--- src/rtl/proj_fm_mbuf_ram.sv ---
// proj_fm_mbuf_ram: N-way rotating feature-map buffer. Producer fills buffers in order under
// valid/ready; consumer reads the oldest committed buffer on parallel ports and releases it.
// Optional macro PROJ_FM_RDATA_REG_EN adds a second read output register (read latency 2).
module proj_fm_mbuf_ram #(
    parameter int BUFFER_COUNT         = 2,
    parameter int RAMS                 = 2,
    parameter int ENTRIES              = 2,
    parameter int OFFSET               = 2,
    parameter int DATA_BITS            = 8,
    parameter int READ_ADDRESSES_COUNT = 4,
    localparam int DEPTH = RAMS * ENTRIES * OFFSET,
    localparam int AW    = (DEPTH > 2) ? $clog2(DEPTH) : 1,
    localparam int BW    = (BUFFER_COUNT > 2) ? $clog2(BUFFER_COUNT) : 1
) (
    input  logic                                        in_clk,
    input  logic                                        in_rst_n,
    input  logic                                        in_wvalid,
    input  logic [DATA_BITS-1:0]                        in_wdata,
    output logic                                        out_wready,
    input  logic                                        in_rreq,
    input  logic [READ_ADDRESSES_COUNT*AW-1:0]          in_raddr,
    input  logic                                        in_rdone,
    output logic                                        out_rvalid,
    output logic [READ_ADDRESSES_COUNT*DATA_BITS-1:0]   out_rdata,
    output logic                                        out_rd_avail,
    output logic [BW:0]                                 out_full_cnt
);

    localparam int RDW = READ_ADDRESSES_COUNT * DATA_BITS;

    logic [DATA_BITS-1:0] mem_r [BUFFER_COUNT][DEPTH];
    logic [BW-1:0]        wr_idx_r;
    logic [BW-1:0]        rd_idx_r;
    logic [AW-1:0]        wr_ptr_r;
    logic [BW:0]          full_cnt_r;
    logic                 rvalid_r;
    logic [RDW-1:0]       rdata_r;

    logic                 wready_s;
    logic                 rd_avail_s;
    logic                 accept_s;
    logic                 commit_s;
    logic                 rd_fire_s;
    logic                 release_s;
    logic [BW:0]          full_cnt_nxt_s;
    logic [RDW-1:0]       rdata_nxt_s;

    function automatic logic [BW-1:0] idx_inc(input logic [BW-1:0] idx);
        if (idx == BW'(BUFFER_COUNT - 1)) begin
            idx_inc = '0;
        end else begin
            idx_inc = idx + BW'(1);
        end
    endfunction

    // Handshake qualifiers, all derived from registered occupancy (no rdone->wready path)
    always_comb begin
        wready_s   = (full_cnt_r < (BW+1)'(BUFFER_COUNT));
        rd_avail_s = (full_cnt_r != '0);
        accept_s   = in_wvalid & wready_s;
        commit_s   = accept_s & (wr_ptr_r == AW'(DEPTH - 1));
        rd_fire_s  = in_rreq & rd_avail_s;
        release_s  = in_rdone & rd_avail_s;
    end

    // Occupancy update: commit and release in the same cycle cancel out
    always_comb begin
        case ({commit_s, release_s})
            2'b10:   full_cnt_nxt_s = full_cnt_r + (BW+1)'(1);
            2'b01:   full_cnt_nxt_s = full_cnt_r - (BW+1)'(1);
            default: full_cnt_nxt_s = full_cnt_r;
        endcase
    end

    // Parallel read mux from the oldest committed buffer; out-of-range ports read zero
    always_comb begin
        rdata_nxt_s = '0;
        for (int k = 0; k < READ_ADDRESSES_COUNT; k++) begin
            if (int'(in_raddr[k*AW +: AW]) < DEPTH) begin
                rdata_nxt_s[k*DATA_BITS +: DATA_BITS] = mem_r[rd_idx_r][in_raddr[k*AW +: AW]];
            end else begin
                rdata_nxt_s[k*DATA_BITS +: DATA_BITS] = '0;
            end
        end
    end

    // Buffer rotation state: write pointer, buffer indices and occupancy
    always_ff @(posedge in_clk or negedge in_rst_n) begin
        if (!in_rst_n) begin
            wr_idx_r   <= '0;
            rd_idx_r   <= '0;
            wr_ptr_r   <= '0;
            full_cnt_r <= '0;
        end else begin
            if (accept_s) begin
                wr_ptr_r <= commit_s ? '0 : wr_ptr_r + AW'(1);
            end
            if (commit_s) begin
                wr_idx_r <= idx_inc(wr_idx_r);
            end
            if (release_s) begin
                rd_idx_r <= idx_inc(rd_idx_r);
            end
            full_cnt_r <= full_cnt_nxt_s;
        end
    end

    // Storage array; contents survive reset by design
    always_ff @(posedge in_clk) begin
        if (accept_s) begin
            mem_r[wr_idx_r][wr_ptr_r] <= in_wdata;
        end
    end

    // First read output stage: data captured before any same-cycle release takes effect
    always_ff @(posedge in_clk or negedge in_rst_n) begin
        if (!in_rst_n) begin
            rvalid_r <= 1'b0;
            rdata_r  <= '0;
        end else begin
            rvalid_r <= rd_fire_s;
            if (rd_fire_s) begin
                rdata_r <= rdata_nxt_s;
            end
        end
    end

`ifdef PROJ_FM_RDATA_REG_EN
    logic           rvalid2_r;
    logic [RDW-1:0] rdata2_r;

    // Second output stage keeps valid and data aligned
    always_ff @(posedge in_clk or negedge in_rst_n) begin
        if (!in_rst_n) begin
            rvalid2_r <= 1'b0;
            rdata2_r  <= '0;
        end else begin
            rvalid2_r <= rvalid_r;
            rdata2_r  <= rdata_r;
        end
    end

    assign out_rvalid = rvalid2_r;
    assign out_rdata  = rdata2_r;
`else
    assign out_rvalid = rvalid_r;
    assign out_rdata  = rdata_r;
`endif

    assign out_wready   = wready_s;
    assign out_rd_avail = rd_avail_s;
    assign out_full_cnt = full_cnt_r;

endmodule

--- config.mk ---
export PLATFORM = sky130hd
export DESIGN_NAME = proj_fm_mbuf_ram
export DESIGN_NICKNAME = d
export VERILOG_FILES = /design/src/rtl/proj_fm_mbuf_ram.sv
export SDC_FILE = /design/constraint.sdc
export NUM_CORES = 1
export LEC_CHECK = 0
export CORE_ASPECT_RATIO = 1.1
export CORE_MARGIN = 5
export CORE_UTILIZATION = 50
export DETAILED_ROUTE_END_ITERATION = 7
export PLACE_DENSITY = 0.69
export SETUP_SLACK_MARGIN = 0.1
export SYNTH_ARGS = -nofsm -noshare
export SYNTH_HDL_FRONTEND = slang
export SYNTH_SLANG_ARGS = --single-unit
--- constraint.sdc ---
create_clock -name in_clk -period 5.7 [get_ports in_clk]
set_input_delay 1.14 -clock in_clk [delete_from_list [all_inputs] [get_ports in_clk]]
set_output_delay 1.14 -clock in_clk [all_outputs]
set_load 0.01 [all_outputs]
* Word level (Yosys, flattened, before mapping)
Memory sizes are Yosys's and may differ from the RTL's.
Cells that the tools add are included.
** Word-level totals
- Register bits :: 40
- Bits in writable memories :: 128
- Input bits :: 25
- Logic and storage cells :: 54
- Memories kept :: 1
** Memory list
- mem_r :: depth 2, bits a word 64, rd ports 1, clocked after Yosys merged registers in 0, wr ports 1, RTL line 31 : logic [DATA_BITS-1:0] mem_r [BUFFER_COUNT][DEPTH];
** Operators by class
- Add/subtract/negate cells :: 5
- $lt $le $gt $ge :: 7
- Equal/unequal tests :: 3
- Mux-type cells :: 20
- Bitwise operators :: 9
- Reductions and logical operators :: 3
** Operators with widths (number)
- $bmux W8 S3 :: 4
- $mux W8 :: 9
- $mux W64 :: 1
- $demux W8 S3 :: 1
- $ge A4 B4 Y1 const B :: 5
- $not A3 Y4 :: 5
- $and A1 B1 Y1 :: 4
- $lt A4 B1 Y1 const B :: 1
- $pmux W2 S2 :: 1
- $reduce_bool A2 Y1 :: 2
- $add A3 B1 Y3 const B :: 1
- $eq A3 B3 Y1 const B :: 1
- $mux W1 :: 3
- $mux W3 :: 1
- $add A1 B1 Y1 const B :: 2
- $add A2 B1 Y2 const B :: 1
- $eq A2 B1 Y1 const B :: 1
- $eq A2 B2 Y1 const B :: 1
- $lt A2 B2 Y1 const B :: 1
- $sub A2 B1 Y2 const B :: 1
- $logic_and A1 B1 Y1 :: 1

* Depth between registers and ports, before layout
- Depth in word-level cells :: 6
- Gate-level depth with buffers :: 7
- Gate-level depth less buffers :: 7

* Least setup slack after synthesis
OpenSTA, ideal clock, no wires.
- Path type :: input to register
- Start :: input port in_wvalid
- End :: memory mem_r[0][56] (netlist bit) (enable)
- Setup time :: 383 ps
- Data arrival time :: 2250 ps
- Setup slack :: 3066 ps
- Cell stages on the path :: 3
- Path buffers :: 0
- Cell sequence :: nand2b_1 -> or3_1 -> nor3_1
** Between the ends
- Longest elaborated chain between the ends :: 3
** RTL lines
- from (decl) :: RTL line 17 : input logic in_wvalid,
- $and A1 B1 Y1 :: RTL line 60 : accept_s = in_wvalid & wready_s;
- $mux W1 :: RTL line 110 : if (accept_s) begin
- $mux W64 (implied by the code) :: RTL line 111 : mem_r[wr_idx_r][wr_ptr_r] <= in_wdata;
- to (decl) :: RTL line 31
Every way passes these cells.

* Final worst setup path
- Start :: input port in_wvalid
- End :: memory mem_r[1][57] (netlist bit) (enable)
The elaborated chain is that of the path after synthesis.

==> results by group <==
Outcome
  – Result of the run: finished clean

Clock network
  – Post-CTS setup repair buffer count: 0
  – Number of levels in the clock H-tree: 4
  – Insertion delay to the later sink of the worst-skew pair: 0.43 ns
  – Clock Root Buffer: sky130_fd_sc_hd__clkbuf_16
  – Clock tree from TritonCTS: yes
  – Clock transition at the registers of the reported paths: 0.06 ns
  – Clock tree buffer depth: 2
  – Post_cts resized: 0
  – CTS Hold Bufs: 0
  – Clock buffers created by TritonCTS: 17
  – Total number of clock tree sinks: 168

Cells and area
  – Share of post-route cells with drive strength above 1: about 29%
  – Area growth, synth to finish: 13.8%
  – FILL cells: 1,403
  – Number of diodes added for antenna fixing: 0
  – Final cell count without fillers: 841
  – Final Cell Area: 10,700 um2
  – Final core utilization: roughly three fifths
  – Post-layout nets: approximately 610

Floorplan
  – Horiz. Die Dim: 141 um
  – Site Rows: 52
  – Core region area: 18,500 um2
  – IO Count: 62
  – Die Area: 21,700 um2
  – Effective utilization at floorplan: between 50% and 60%
  – Die span in y: 154 um

Setup path
  – Highest-delay cell along the critical path: sky130_fd_sc_hd__nor2_1
  – Worst-path fanout max: 8
  – Startpoint class of the critical path: input pin
  – Number of buffer and inverter instances along the worst setup path: 1
  – Critical path class: input pin to flip-flop
  – Crit path launch: in_wvalid
  – Critical Path RT: around 5.7 ns
  – Critical path's largest stage delay: 0.91 ns
  – Worst reg2reg startpoint: rd_idx_r
  – Data arrival, critical path: 3.10 ns
  – Cell chain of the critical path: clkdlybuf4s50_1 > nand2b_1 > or3_1 > nor2_1
  – Critical Path Sink Type: flip-flop
  – Top delay family on crit path: simple AND/OR/NAND/NOR gates

Timing
  – Max transition margin: 8.31%
  – Worst-margin pin slew: approximately 1.4 ns
  – F_max: about 330 MHz
  – Post-route worst setup slack: 2.64 ns
  – Setup violations, final: 0
  – Hold Vio Cnt, Final: 0
  – Setup_tns: 0 ns
  – Final worst clock skew: 0.00876 ns
  – Count of final max-slew check failures: 0
  – Final clock period utilization by the worst path: 53.6%
  – RSZ-0062 raised after global routing: false
  – Min cycle time layout: 3.06 ns

Hold path
  – Launch point of the worst hold path: out_rdata[2]
  – Tightest Hold Check Type: flip-flop to flip-flop

Power
  – Power density cells: 411 nW/um2
  – Worst VDD drop: 0.450 mV
  – Leakage power: around 0.0037 uW

Detailed routing
  – Remaining routing DRC violations: 0
  – Number of vias in the routed layout: 5,749
  – Final WL: between 20,000 and 30,000 um
  – WL per Instance: slightly above 30 um
  – Initial DRC Count: about 500
  – Number of detailed-routing iterations run before antenna repair: 5
  – Routed vias/inst: 6.84
  – Antenna Violating Nets Remaining: 0

Logic synthesis
  – Share of synthesized area occupied by flip-flops and latches: 51.4%
  – Commonest cells in the netlist: sky130_fd_sc_hd__edfxtp_1, sky130_fd_sc_hd__mux4_2, sky130_fd_sc_hd__mux2i_1
  – Unique masters post-synth: 34
  – Leading register cell type out of synthesis: sky130_fd_sc_hd__edfxtp_1
  – Number of nets in the synthesized netlist: 563
  – Synth area leaders: sky130_fd_sc_hd__edfxtp_1, sky130_fd_sc_hd__mux4_2, sky130_fd_sc_hd__dfrtp_1
  – EDFF count, synth: 128
  – Cell accounting for the most synthesized area: sky130_fd_sc_hd__edfxtp_1
  – Ys async rst share: 23.8%
  – Number of cells produced by synthesis: roughly 540
  – Post-synthesis sequential element count: roughly 170
  – Post-Synthesis Mean Instance Area: 17.6 um2
  – Share of Yosys cell area claimed by the top area cell type: 40.8%
  – Mapped cell area: 9420 um2
  – Most repeated cell in the gate-level netlist after synthesis: sky130_fd_sc_hd__edfxtp_1
  – Yosys warnings: 0

Global route
  – Number of antenna violations at the first check in global routing: 0
  – Remaining Overflow, GRT: 0
  – Vias in the first global route: 5,974
  – First-pass GRT wire length: 38,200 um
  – GRT Total Usage: approximately 24%
  – Largest net degree at the start of global routing: 53

Placed design
  – HPWL reported at the end of detailed placement: around 17,000 um
  – Final weighted congestion of routability-driven global placement: 0.833
  – Number of input and output port buffers inserted: 61
  – Post-Place Cells: roughly 800
  – Placement-stage cell area: a little over 10,000 um2
  – Worst-case setup slack after placement: 2.21 ns

Job
  – Number of violations of the max-capacitance limit: 0
## layout make-up
cell class	count	area, um2	share of cell area, %
sequential	168	4850	45.2
multi-input combinational	318	4290	40.0
timing repair buffer	76	711	6.63
clock buffer	23	458	4.27
tap	243	304	2.84
clock inverter	9	101	0.945
inverter	4	15.0	0.140
## metrics by stage
| step | hold WS [ns] | total power (uW) |
|---|---|---|
| 6_report | 0.500 | 4400 |
| 5_1_grt | 0.525 | 4610 |
| 4_1_cts | 0.504 | 4430 |
| 3_5_place_dp | 0.489 | 3320 |
| 3_3_place_gp | 0.484 | 3300 |
| 2_1_floorplan | 0.524 | 2790 |
## cell families (layout without fill, tap and decap cells)
group	after synthesis	in the layout	share of synthesized area, %
mux	191	191	37.0
flops	168	168	51.4
compound gates	69	69	5.07
simple gates	50	50	2.51
buf+inv	49	112	3.08
xor+xnor	5	5	0.465
fa+ha+maj	3	3	0.399
## state kept, by name (all words and copies together) (netlist names)
name / flops
mem_r: 128
out_rdata: 32
wr_ptr_r: 3
out_full_cnt: 2
out_rvalid: 1
rd_idx_r: 1
wr_idx_r: 1
## worst min-delay path, stage by stage (launching register included)
cell	delay, ns
sky130_fd_sc_hd__dfrtp_1	0.35
sky130_fd_sc_hd__a2bb2oi_1	0.06
sky130_fd_sc_hd__o21ai_0	0.06
## per-layer routing
| layer | share of wire (%) | up-vias | global-route usage [%] |
|---|---|---|---|
| met5 | 0 | - | 0 |
| met4 | 3.9 | 0 | 10.0 |
| met3 | 8.6 | 61 | 6.09 |
| met2 | 51 | 346 | 41.5 |
| met1 | 36 | 2968 | 30.1 |
| li1 | - | 2374 | - |
## path summary, 6_finish.rpt
kind	endpoint	slack (ns)	cells past startpoint
hold / removal	out_rdata[2]	0.50	2
max in group asynchronous	rd_idx_r	4.05	1
hold reg to reg	out_rdata[2]	0.50	2
setup reg to reg	out_rdata[22]	2.87	5
setup / recovery	mem_r[1][57]	2.64	4
min in group asynchronous	out_rdata[11]	0.90	1
## where the power goes
part / total [uW] / internal [uW] / switching (uW)
clock network: 1120 / 653 / 463
registers: 1770 / 1510 / 259
logic: 1520 / 863 / 654
total: 4400 / 3030 / 1380
## placed cells by master (no fill, tap or decap), types with 2 or more instances in the layout
| cell type | count |
|---|---|
| sky130_fd_sc_hd__xnor2_1 | 4 |
| sky130_fd_sc_hd__nor2_1 | 16 |
| sky130_fd_sc_hd__clkinv_2 | 2 |
| sky130_fd_sc_hd__mux4_2 | 126 |
| sky130_fd_sc_hd__nor3_1 | 5 |
| sky130_fd_sc_hd__nand2b_1 | 8 |
| sky130_fd_sc_hd__nand3b_1 | 2 |
| sky130_fd_sc_hd__dfrtp_1 | 39 |
| sky130_fd_sc_hd__a2bb2oi_1 | 31 |
| sky130_fd_sc_hd__bufinv_16 | 2 |
| sky130_fd_sc_hd__inv_1 | 4 |
| sky130_fd_sc_hd__o21ai_0 | 11 |
| sky130_fd_sc_hd__clkbuf_16 | 17 |
| sky130_fd_sc_hd__mux2i_1 | 64 |
| sky130_fd_sc_hd__clkdlybuf4s50_1 | 56 |
| sky130_fd_sc_hd__nor2b_1 | 2 |
| sky130_fd_sc_hd__clkinvlp_4 | 2 |
| sky130_fd_sc_hd__buf_2 | 5 |
| sky130_fd_sc_hd__edfxtp_1 | 128 |
| sky130_fd_sc_hd__ha_1 | 3 |
| sky130_fd_sc_hd__clkinv_1 | 2 |
| sky130_fd_sc_hd__buf_4 | 14 |
| sky130_fd_sc_hd__nand2_1 | 12 |
| sky130_fd_sc_hd__nand3_1 | 2 |
| sky130_fd_sc_hd__o21ai_1 | 22 |
| sky130_fd_sc_hd__clkbuf_1 | 5 |
(Power assumes the default switching activity.)
